### src/rtl/core_csr_file.sv
// Control/status register file with free-running machine counters (cycle, time,
// instret, hpm) readable through both user read-only and machine read-write aliases.
module core_csr_file #(
  parameter int DATA_WIDTH = 32,
  parameter int CNT_WIDTH  = 2 * DATA_WIDTH,
  parameter int NUM_HPM    = 4,
  parameter int TIME_DIV   = 1
) (
  input  logic                                    clk,
  input  logic                                    rst,
  input  logic [11:0]                             csr_addr_i,
  input  logic [1:0]                              csr_op_i,
  input  logic [DATA_WIDTH-1:0]                   csr_wdata_i,
  output logic [DATA_WIDTH-1:0]                   csr_rdata_o,
  output logic                                    csr_illegal_o,
  input  logic                                    retire_i,
  input  logic [(NUM_HPM > 0 ? NUM_HPM : 1)-1:0]  hpm_event_i
);

  // Counter slots: 0 cycle, 1 time, 2 instret, 3.. hpm channels.
  localparam int NUM_CNT = 3 + NUM_HPM;
  localparam int PRE_W   = (TIME_DIV > 1) ? $clog2(TIME_DIV) : 1;
  localparam logic [DATA_WIDTH-1:0] INH_MASK =
    DATA_WIDTH'((((64'd1 << NUM_HPM) - 64'd1) << 3) | 64'd5);

  logic [CNT_WIDTH-1:0]  cnt_q [NUM_CNT];
  logic [CNT_WIDTH-1:0]  cnt_d [NUM_CNT];
  logic [NUM_CNT-1:0]    inc;
  logic [NUM_CNT-1:0]    cnt_sel;
  logic                  cnt_hi;
  logic [PRE_W-1:0]      presc_q, presc_d;
  logic                  time_tick;
  logic [DATA_WIDTH-1:0] ustatus_q, mscratch_q, minhibit_q;
  logic                  mapped, read_only;
  logic                  sel_ustatus, sel_mscratch, sel_minhibit;
  logic [DATA_WIDTH-1:0] rdata, wr_val;
  logic                  wr_en;

  always_comb begin
    mapped       = 1'b0;
    read_only    = 1'b0;
    cnt_sel      = '0;
    cnt_hi       = 1'b0;
    sel_ustatus  = 1'b0;
    sel_mscratch = 1'b0;
    sel_minhibit = 1'b0;
    rdata        = '0;
    case (csr_addr_i)
      12'h000: begin mapped = 1'b1; sel_ustatus  = 1'b1; rdata = ustatus_q;  end
      12'h340: begin mapped = 1'b1; sel_mscratch = 1'b1; rdata = mscratch_q; end
      12'h320: begin mapped = 1'b1; sel_minhibit = 1'b1; rdata = minhibit_q; end
      default: ;
    endcase
    // Bit 7 of the address picks the high half in both alias ranges.
    for (int i = 0; i < NUM_CNT; i++) begin
      if (csr_addr_i == 12'(12'hC00 + i) || csr_addr_i == 12'(12'hC80 + i)) begin
        mapped     = 1'b1;
        read_only  = 1'b1;
        cnt_sel[i] = 1'b1;
        cnt_hi     = csr_addr_i[7];
      end
      if (i != 1 && (csr_addr_i == 12'(12'hB00 + i) || csr_addr_i == 12'(12'hB80 + i))) begin
        mapped     = 1'b1;
        cnt_sel[i] = 1'b1;
        cnt_hi     = csr_addr_i[7];
      end
    end
    for (int i = 0; i < NUM_CNT; i++) begin
      if (cnt_sel[i]) begin
        rdata = cnt_hi ? cnt_q[i][CNT_WIDTH-1:DATA_WIDTH] : cnt_q[i][DATA_WIDTH-1:0];
      end
    end
  end

  assign csr_rdata_o   = rdata;
  assign csr_illegal_o = !mapped || (read_only && csr_op_i != 2'b00);
  assign wr_en         = (csr_op_i != 2'b00) && !csr_illegal_o;

  always_comb begin
    case (csr_op_i)
      2'b01:   wr_val = csr_wdata_i;
      2'b10:   wr_val = rdata | csr_wdata_i;
      2'b11:   wr_val = rdata & ~csr_wdata_i;
      default: wr_val = rdata;
    endcase
  end

  assign time_tick = (presc_q == PRE_W'(TIME_DIV - 1));
  assign presc_d   = time_tick ? '0 : presc_q + PRE_W'(1);

  // Increments use the registered inhibit, so an inhibit write only takes effect next edge.
  always_comb begin
    inc    = '0;
    inc[0] = ~minhibit_q[0];
    inc[1] = time_tick;
    inc[2] = retire_i & ~minhibit_q[2];
    for (int k = 0; k < NUM_HPM; k++) begin
      inc[3+k] = hpm_event_i[k] & ~minhibit_q[3+k];
    end
  end

  // A write to either half suppresses that counter's increment entirely.
  always_comb begin
    for (int i = 0; i < NUM_CNT; i++) begin
      cnt_d[i] = cnt_q[i];
      if (wr_en && cnt_sel[i]) begin
        if (cnt_hi) cnt_d[i][CNT_WIDTH-1:DATA_WIDTH] = wr_val;
        else        cnt_d[i][DATA_WIDTH-1:0]         = wr_val;
      end else if (inc[i]) begin
        cnt_d[i] = cnt_q[i] + CNT_WIDTH'(1);
      end
    end
  end

  always_ff @(posedge clk or posedge rst) begin
    if (rst) begin
      for (int i = 0; i < NUM_CNT; i++) cnt_q[i] <= '0;
      presc_q    <= '0;
      ustatus_q  <= '0;
      mscratch_q <= '0;
      minhibit_q <= '0;
    end else begin
      for (int i = 0; i < NUM_CNT; i++) cnt_q[i] <= cnt_d[i];
      presc_q <= presc_d;
      if (wr_en && sel_ustatus)  ustatus_q  <= wr_val;
      if (wr_en && sel_mscratch) mscratch_q <= wr_val;
      if (wr_en && sel_minhibit) minhibit_q <= wr_val & INH_MASK;
    end
  end

endmodule

### config.mk
export PLATFORM = sky130hd
export DESIGN_NAME = core_csr_file
export DESIGN_NICKNAME = d
export VERILOG_FILES = /design/src/rtl/core_csr_file.sv
export SDC_FILE = /design/constraint.sdc
export NUM_CORES = 2
export LEC_CHECK = 0
export ABC_AREA = 1
export CORE_MARGIN = 2
export CORE_UTILIZATION = 39
export DETAILED_ROUTE_END_ITERATION = 12
export MAX_ROUTING_LAYER = met4
export PLACE_DENSITY_LB_ADDON = 0.25
export RECOVER_POWER = 50
export SLEW_MARGIN = 30
export SYNTH_ARGS = -nofsm -noshare
export SYNTH_HDL_FRONTEND = slang
export SYNTH_SLANG_ARGS = --single-unit
### constraint.sdc
create_clock -name clk -period 40.5 [get_ports clk]
set_input_delay 12.15 -clock clk [delete_from_list [all_inputs] [get_ports clk]]
set_output_delay 12.15 -clock clk [all_outputs]
set_load 0.02 [all_outputs]
==> results.toml <==
[cells_and_area]
drive_gt1_share_pct = 5.24
multiInputGateArea_um2 = 21500
final_cell_mix = "1057 x nand2_1, 875 x nor2_1, 847 x a21oi_1"
syn_to_final_growth_pct = 11.0
fill_cells = 10222
seq_area_um2 = 13000
layout_commonest_cell = "nand2_1"
fin_nets = 5753

[worst_hold_path]
min_path_type = "reg -> reg"
holdPathStages = 1
min_to = "cnt_q[383]$_DFFE_PP0P_"
hold_path.startpoint = "cnt_q[383]$_DFFE_PP0P_"

[setup_path]
cp.required_ns = 28.35
reg2regPathDepth = 17
path_max_fanout = 209
r2r_slack_ns = 36.56
arrival_ns = 17.92
reg2reg_from = "cnt_q[65]$_DFFE_PP0P_"
path_class = "in -> out"
cp_num_buf_inv = 4
cp_num_cells = 17
slowest_stage = "nand3_1"
worstSetupEndpointType = "output port"
regToRegEndpoint = "cnt_q[122]$_DFFE_PP0P_"
path_delay_family = "simple AND/OR/NAND/NOR gates"
crit_path_cell_trace = "clkdlybuf4s50_1, nor2_4, nand2_2, nor2_2, nand3_1, nand2_2, nor2_4, nand2_4, nand2_8, buf_12, o21ai_0, a21oi_1, a21oi_1, nand4_1, nand2_1, inv_1, clkdlybuf4s50_1"
start_kind = "input pin"
slowest_delay_ns = 0.68

[synth]
syn_inst = 5726
ys.flop_type = "dfrtp_1"
synthArstFlopShare_pct = 100
ys_types = 54
syn_avg_cell_area_um2 = 6.62
seq_area_frac_synth_pct = 34.2
synth_nets = 5786
synth.top_cell.area_share_pct = 34.2
synth_area_leaders = "dfrtp_1 34%, a21oi_1 11%, nand2_1 11%"
yosys_warnings = 0
synth_edf_count = 0
yosysTopAreaCell = "dfrtp_1"
syn_area_um2 = 37900
synth-seq-cells = 518

[floorplan]
placementRows = 114
core_um2 = 96600
die-height_um = 316
io_pins = 86
die_w_um = 316
dieArea_um2 = 99700
initial_core_util_pct = 39.3

[clock_tree]
cts_tree = "built"
postCtsResizedCells = 0
root_buffer = "clkbuf_16"
cts_buffer_depth = 3
hold_buffers = 0
cts.sinks = 518
cts_setup_buffers = 0
numCtsBuffers = 69
h-tree-depth = 3
clk_latency_ns = 0.66
clkTransAtPathRegs_ns = 0.06

[timing]
hold_viol = 0
hold_ws_ns = 0.468
relSlewSlack_pct = -445
fmax_mhz = 33.3
fin_skew_ns = 0.0355
min_period_ns = 30.07
worst_pin_slew_ns = 8.17
rsz0062_at_grt = "no"
drv_slew = 529
setup_viol = 0
setup_tns_ns = 0
post-route-period-util_pct = 74.2

[placement]
place_congestion = 1.03
port_buffers = 85
dpl.hpwl_mm = 130

[power_and_ir_drop]
powerDensity_nw_per_um2 = 29.0
max-vdd-ir-drop_mv = 0.0264
leakagePower_uw = 0.0183

[detailed_routing]
wl_mm = 182
met1Wirelength_mm = 72.3
drtPass1Iterations = 8
vias_per_cell = 5.95
drc = 0
dr_wl_met2_mm = 77.9
ant_nets = 0
routed.top_layer = "met4"
wl_met3_mm = 18.6
drt-initial-drc-count = 5700
via_count = 41824
wl_per_cell_um = 25.8

[global_routing]
grt-ovfl-total = 0
grt_first_pass_wirelength_mm = 265
grt_pass1_vias = 39106
grt_max_degree = 210
antenna_found_initial = 10
track_usage_pct = 36.9

[status]
status = "finished with violations"
violations = "capacitance limit, slew limit"

[run]
max_cap_viol_count = 6
## synth_stat cells (all sizes together) (19+ instances only)
| master | number |
|---|---|
| a21oi | 859 |
| a22oi | 23 |
| a31oi | 85 |
| buf | 88 |
| clkbuf | 154 |
| dfrtp | 518 |
| inv | 657 |
| nand2 | 1108 |
| nand3 | 211 |
| nand4 | 109 |
| nor2 | 900 |
| nor3 | 189 |
| nor4 | 59 |
| o211ai | 23 |
| o21ai | 294 |
| o22ai | 19 |
| xnor2 | 21 |
| xor2 | 310 |
## state kept, by name (all words and copies together), names as in the netlist
name / count
cnt_q: 448
mscratch_q: 32
ustatus_q: 32
minhibit_q: 6
## routing by layer
metal / global-route usage [%] / up-vias
li1: - / 18768
met1: 46.7 / 20085
met4: 22.6 / 0
met2: 53.4 / 2432
met5: - / -
met3: 8.31 / 539
## worst max path at each step
stage / end / start
global route: csr_rdata_o[30] / csr_addr_i[9]
global placement: csr_rdata_o[28] / csr_addr_i[6]
finish: csr_rdata_o[31] / csr_addr_i[4]
floorplan: cnt_q[0]$_DFFE_PP0P_ / rst
detailed placement: csr_rdata_o[31] / csr_addr_i[4]
CTS: csr_rdata_o[31] / csr_addr_i[4]
## logic make-up after synthesis
| family | share of synthesized area [%] |
|---|---|
| buf+inv | 9.37 |
| mux | 0.327 |
| compound gates | 18.9 |
| fa+ha+maj | 0.231 |
| flops | 34.2 |
| simple gates | 29.3 |
| xor+xnor | 7.65 |
## per-stage QoR
step | setup WS [ns] | util [%] | area, um2 | power (uW) | std cells
final | 10.43 | 43.6 | 42100 | 1220 | 7032
after global routing | 10.43 | 43.6 | 42100 | 1250 | 7026
after CTS | 10.93 | 43.6 | 42100 | 1220 | 7021
after detailed placement | 10.94 | 41.2 | 39800 | 583 | 6897
after global placement | 10.89 | 41.2 | 39800 | 583 | 6896
after floorplan | 13.88 | - | 37900 | 550 | 5726
## cell type report
class,instances,share of cell area (%)
Antenna cell,10,0.0594
Clock buffer,102,4.90
Clock inverter,22,0.583
Inverter,661,5.90
Multi-Input combinational cell,4305,51.0
Sequential cell,518,30.8
Tap cell,1276,3.79
Timing Repair Buffer,138,2.98
## report_power, final
part           switching [uW]  internal [uW]  leakage, uW
sequential               1.15            519      0.00683
clock                     266            379      0.00114
combinational            47.1           8.95       0.0103
total                     314            906       0.0183
Note: power is estimated with default switching activity, not from simulation.
